===== config.mk =====
export PLATFORM = sky130hd
export DESIGN_NAME = matrix_io_sequencer
export DESIGN_NICKNAME = d
export VERILOG_FILES = /design/src/rtl/matrix_io_sequencer.sv
export SDC_FILE = /design/constraint.sdc
export NUM_CORES = 1
export LEC_CHECK = 0
export CORE_ASPECT_RATIO = 1.2
export CORE_MARGIN = 3
export CORE_UTILIZATION = 42
export DETAILED_ROUTE_END_ITERATION = 7
export MAX_ROUTING_LAYER = met4
export PLACE_DENSITY_LB_ADDON = 0.25
export SKIP_CTS_REPAIR_TIMING = 1
export SLEW_MARGIN = 40
export SYNTH_ARGS = -nofsm -noshare
export SYNTH_HDL_FRONTEND = slang
export SYNTH_SLANG_ARGS = --single-unit

===== constraint.sdc =====
create_clock -name clk -period 1.65 [get_ports clk]
set_input_delay 0.4125 -clock clk [delete_from_list [all_inputs] [get_ports clk]]
set_output_delay 0.4125 -clock clk [all_outputs]
set_load 0.01 [all_outputs]

===== src/rtl/matrix_io_sequencer.sv =====
// Sequencer around the 3x3 matrix multiply controller: streams A and B into the
// shared matrix memory, starts the multiply, then streams C back out.
module matrix_io_sequencer #(
  parameter int N  = 3,
  parameter int DW = 8
) (
  input  logic          clk,
  input  logic          reset,
  input  logic [DW-1:0] in_data,
  input  logic          in_valid,
  output logic          in_ready,
  output logic [DW-1:0] out_data,
  output logic          out_valid,
  input  logic          out_ready,
  output logic          mm_start,
  input  logic          mm_done,
  output logic          bus_owner,
  output logic [1:0]    matrix_select,
  output logic [1:0]    row,
  output logic [1:0]    col,
  output logic          write_enable,
  output logic [DW-1:0] write_data,
  input  logic [DW-1:0] read_data,
  output logic          frame_done
);

  localparam logic [1:0] LAST = 2'(N - 1);

  typedef enum logic [3:0] {
    S_IDLE, S_LOAD_A, S_LOAD_B, S_START, S_WAIT_DONE,
    S_RELEASE, S_RD_ADDR, S_RD_DATA, S_OUT_HOLD
  } state_t;

  state_t          state_q, state_d;
  logic [1:0]      rc_q, rc_d, cc_q, cc_d;
  logic            rel_q, rel_d;
  logic [DW-1:0]   out_data_q, out_data_d;
  logic            out_valid_q, out_valid_d;
  logic            mm_start_q, mm_start_d;
  logic            bus_owner_q, bus_owner_d;
  logic [1:0]      msel_q, msel_d, row_q, row_d, col_q, col_d;
  logic            we_q, we_d;
  logic [DW-1:0]   wd_q, wd_d;
  logic            fd_q, fd_d;
  logic            accept, last_elem;
  logic [1:0]      rc_inc, cc_inc;

  assign in_ready  = (state_q == S_LOAD_A) || (state_q == S_LOAD_B);
  assign accept    = in_valid && in_ready;
  assign last_elem = (rc_q == LAST) && (cc_q == LAST);

  // Row-major element counter shared by the load and readout phases; wraps after the last element.
  always_comb begin
    cc_inc = cc_q + 2'd1;
    rc_inc = rc_q;
    if (cc_q == LAST) begin
      cc_inc = 2'd0;
      rc_inc = (rc_q == LAST) ? 2'd0 : rc_q + 2'd1;
    end
  end

  always_comb begin
    state_d     = state_q;
    rc_d        = rc_q;
    cc_d        = cc_q;
    rel_d       = rel_q;
    out_data_d  = out_data_q;
    out_valid_d = out_valid_q;
    mm_start_d  = mm_start_q;
    bus_owner_d = bus_owner_q;
    msel_d      = msel_q;
    row_d       = row_q;
    col_d       = col_q;
    wd_d        = wd_q;
    we_d        = 1'b0;
    fd_d        = 1'b0;
    case (state_q)
      S_IDLE: begin
        rc_d    = 2'd0;
        cc_d    = 2'd0;
        state_d = S_LOAD_A;
      end
      S_LOAD_A, S_LOAD_B: begin
        if (accept) begin
          we_d   = 1'b1;
          msel_d = (state_q == S_LOAD_B) ? 2'd1 : 2'd0;
          row_d  = rc_q;
          col_d  = cc_q;
          wd_d   = in_data;
          rc_d   = rc_inc;
          cc_d   = cc_inc;
          if (last_elem) state_d = (state_q == S_LOAD_A) ? S_LOAD_B : S_START;
        end
      end
      S_START: begin
        bus_owner_d = 1'b0;
        mm_start_d  = 1'b1;
        state_d     = S_WAIT_DONE;
      end
      S_WAIT_DONE: begin
        if (mm_done) begin
          mm_start_d = 1'b0;
          rel_d      = 1'b0;
          state_d    = S_RELEASE;
        end
      end
      S_RELEASE: begin
        // Two cycles here let the multiply controller fall back to idle before we retake the bus.
        rel_d = 1'b1;
        if (rel_q) begin
          rel_d       = 1'b0;
          bus_owner_d = 1'b1;
          rc_d        = 2'd0;
          cc_d        = 2'd0;
          state_d     = S_RD_ADDR;
        end
      end
      S_RD_ADDR: begin
        msel_d  = 2'd2;
        row_d   = rc_q;
        col_d   = cc_q;
        state_d = S_RD_DATA;
      end
      S_RD_DATA: begin
        out_data_d  = read_data;
        out_valid_d = 1'b1;
        state_d     = S_OUT_HOLD;
      end
      S_OUT_HOLD: begin
        if (out_ready) begin
          out_valid_d = 1'b0;
          rc_d        = rc_inc;
          cc_d        = cc_inc;
          if (last_elem) begin
            fd_d    = 1'b1;
            state_d = S_IDLE;
          end else begin
            state_d = S_RD_ADDR;
          end
        end
      end
      default: state_d = S_IDLE;
    endcase
  end

  always_ff @(posedge clk) begin
    if (reset) begin
      state_q     <= S_IDLE;
      rc_q        <= 2'd0;
      cc_q        <= 2'd0;
      rel_q       <= 1'b0;
      out_data_q  <= '0;
      out_valid_q <= 1'b0;
      mm_start_q  <= 1'b0;
      bus_owner_q <= 1'b1;
      msel_q      <= 2'd0;
      row_q       <= 2'd0;
      col_q       <= 2'd0;
      we_q        <= 1'b0;
      wd_q        <= '0;
      fd_q        <= 1'b0;
    end else begin
      state_q     <= state_d;
      rc_q        <= rc_d;
      cc_q        <= cc_d;
      rel_q       <= rel_d;
      out_data_q  <= out_data_d;
      out_valid_q <= out_valid_d;
      mm_start_q  <= mm_start_d;
      bus_owner_q <= bus_owner_d;
      msel_q      <= msel_d;
      row_q       <= row_d;
      col_q       <= col_d;
      we_q        <= we_d;
      wd_q        <= wd_d;
      fd_q        <= fd_d;
    end
  end

  assign out_data      = out_data_q;
  assign out_valid     = out_valid_q;
  assign mm_start      = mm_start_q;
  assign bus_owner     = bus_owner_q;
  assign matrix_select = msel_q;
  assign row           = row_q;
  assign col           = col_q;
  assign write_enable  = we_q;
  assign write_data    = wd_q;
  assign frame_done    = fd_q;

endmodule


==> results.toml <==
[status]
outcome = "finished, final reports clean"

[synth]
yosys.area.top_type = "dfxtp_1"
syn_area_per_cell_um2 = 8.892
synth.top_cell.area_share_pct = 43.11
seq_area_frac_synth_pct = 43.11
yosysMostFrequentCell = "dfxtp_1"
synth-edff-count = 0
synth_cell_types = 43
ys_async_sr_fraction_pct = 0
ys_warn_count = 0
synthTopCellsByArea = "dfxtp_1 43%, mux2i_1 7.2%, nand2_1 4.9%"
ys_ff_latch = 36
synth-main-ff-cell = "dfxtp_1"
syn-num-nets = 209
synth_common_cells = "36 x dfxtp_1, 22 x nand2_1, 19 x nor2_1, 16 x a21oi_1, 12 x mux2i_1"
synth_cells = 188
syn-cell-area_mm2 = 0.001672

[routing]
num_vias = 1634
routed_via_density = 5.204
drt_pass1_iterations = 4
route.detailed.drc = 0
drt_iter0_markers = 76
wl_um = 4300
route.antenna.remaining_nets = 0
routedWlPerCell_um = 13.69

[sta]
max_slew.worst_pin.slew_ps = 386.3
fin_crit_sh_pct = 97.01
relSlewSlack_pct = 74.17
rsz0062_at_grt = "no"
hold_viol_final = 0
min_period_ps = 1601
maxSlewViolCount = 0
skew_ps = 8.201
setup_viol = 0
fmax_ghz = 0.6247
setup_tns_ps = 0
setup_slack_ps = 49.26

[die]
die-height_um = 75.11
ios = 49
start_util_pct = 44.89
coreArea_mm2 = 0.003724
die_w_um = 63.59
core.rowCount = 24
die_area_mm2 = 0.004776

[setup_path]
critPathMaxStageDelay_ps = 390
timing.rr.start = "state_q[3]$_SDFFE_PP0P_"
reg2reg_to = "state_q[0]$_SDFFE_PP0P_"
r2r_cells = 4
crit_chain = "or3b_4 -> or3_4 -> nand3_2 -> mux2_1"
crit_type = "reg2reg"
reg2reg_slack_ps = 50
slowest_stage = "or3b_4"
startpoint_type = "flop"
worstPathArrival_ps = 1790
critPathRequiredTime_ps = 1830
critPathCaptureType = "flop"
worstPathMaxFanout = 4

[hold_path]
worst_hold_path.num_cells = 2
hold_path_end = "out_data[4]$_SDFFE_PP0P_"
hp-start = "out_data[4]$_SDFFE_PP0P_"
hold_class = "reg2reg"

[placed_design]
dpl-instance-area_mm2 = 0.002405
gp_congestion = 0.9192
portBuffers = 48
post-place-ws_ps = -247.9
hpwlAfterDp_um = 3209

[clocking]
clk_pin_slew_ps = 80
cts_sinks = 36
cts_root_buf = "clkbuf_8"
h-tree-depth = 2
cts_tree = "yes"
cts_buffers = 5
insertion_delay_ps = 290
cts_buffer_depth = 2

[pwr]
vdd_drop_max_mv = 0.7064
power-per-cell-area_mw_per_mm2 = 1421
power_leakage_nw = 1.000

[global_routing]
antenna_found_initial = 0
grt_pass1_wl_um = 7003
first_global_vias = 1543
grt_max_degree = 20
track_usage_pct = 19.41
overflow = 0

[finish]
design_area_mm2 = 0.002545
antenna_cells = 0
syn2layout_area_growth_pct = 52.25
layout-drive-gt1-share_pct = 20.61
nets = 282
n_fill_cell = 318

[run]
maxCapViolations = 0
-- final cells by class --
| type | instances | area (µm²) | area share, % |
|---|---|---|---|
| clock buffer | 5 | 68.82 | 2.704 |
| clock inverter | 3 | 42.54 | 1.672 |
| inverter | 1 | 3.754 | 0.1475 |
| multi-input combinational | 139 | 903.4 | 35.50 |
| sequential | 36 | 724.4 | 28.47 |
| tap | 52 | 65.06 | 2.557 |
| timing repair buffer | 78 | 737.0 | 28.96 |
-- per-stage QoR --
step	hold WS [ps]	cells	util, %	power, W
5_1_grt	476.1	314	68.35	0.003831
3_5_place_dp	448.6	306	64.58	0.002807
4_1_cts	456.3	314	67.57	0.003603
3_3_place_gp	440.2	306	64.58	0.002782
2_1_floorplan	480.5	188	-	0.002109
6_report	456.1	314	68.35	0.003617
-- worst max-delay path: cells and delay by family (launching register included) --
kind,cells,cell delay (ps)
multiplexers,1,300
flip-flops,1,360
AND/OR/NAND/NOR,3,830
-- sequential cells by signal (all words and copies together), names as in the netlist --
signal         count
out_data           8
write_data         8
state_q            4
cc_q               2
col                2
matrix_select      2
rc_q               2
row                2
bus_owner          1
frame_done         1
mm_start           1
out_valid          1
rel_q              1
write_enable       1
-- worst max path at each step --
stage	from	end	slack (ps)	depth (start not counted)
2_1_floorplan	state_q[3]$_SDFFE_PP0P_	state_q[0]$_SDFFE_PP0P_	40	4
3_5_place_dp	out_ready	rc_q[0]$_SDFFE_PP0P_	-250	5
4_1_cts	state_q[3]$_SDFFE_PP0P_	in_ready	-290	3
5_1_grt	state_q[0]$_SDFFE_PP0P_	state_q[0]$_SDFFE_PP0P_	8	6
6_report	state_q[3]$_SDFFE_PP0P_	state_q[0]$_SDFFE_PP0P_	50	4
3_3_place_gp	out_ready	rc_q[0]$_SDFFE_PP0P_	-200	5
-- power by group --
part           internal [W]  total (W)  leakage [nW]  switching (W)
clock              0.000447   0.000780        0.0541       0.000333
combinational      0.000951    0.00175         0.653       0.000794
sequential         0.000991    0.00109         0.293      0.0000998
total               0.00239    0.00362          1.00        0.00123
-- cell families (layout without fill, tap and decap cells) --
| family | Yosys count | count (layout) | synth area share (%) |
|---|---|---|---|
| xor+xnor | 2 | 2 | 1.497 |
| mux | 14 | 14 | 8.533 |
| compound gates | 41 | 41 | 16.84 |
| flops | 36 | 36 | 43.11 |
| buf+inv | 13 | 87 | 3.966 |
| simple gates | 82 | 82 | 26.05 |
-- metal layers --
metal | vias up | share of wire, % | track usage [%] | wire [µm]
li1 | 817 | - | - | -
met1 | 762 | 45 | 23.20 | 1936
met2 | 46 | 49 | 32.60 | 2097
met3 | 9 | 4.5 | 3.731 | 194
met4 | 0 | 1.7 | 7.434 | 72
met5 | - | 0 | - | 0
-- layout by cell type, fill, tap and decap left out, drive strengths merged, types with 2 or more instances in the layout --
cell type	count
nand4	3
mux2	2
or2	2
o22ai	4
o32ai	3
mux2i	12
a21oi	16
nand3	3
clkbuf	5
nor2b	6
buf	30
nand4bb	2
nand2	22
o21ai	5
a311oi	2
nand2b	11
clkdlybuf4s50	47
nor2	19
o32a	2
nor4	2
nor3	5
dfxtp	36
a211oi	3
a31oi	3
No activity file was read; power rests on OpenSTA's default activity.
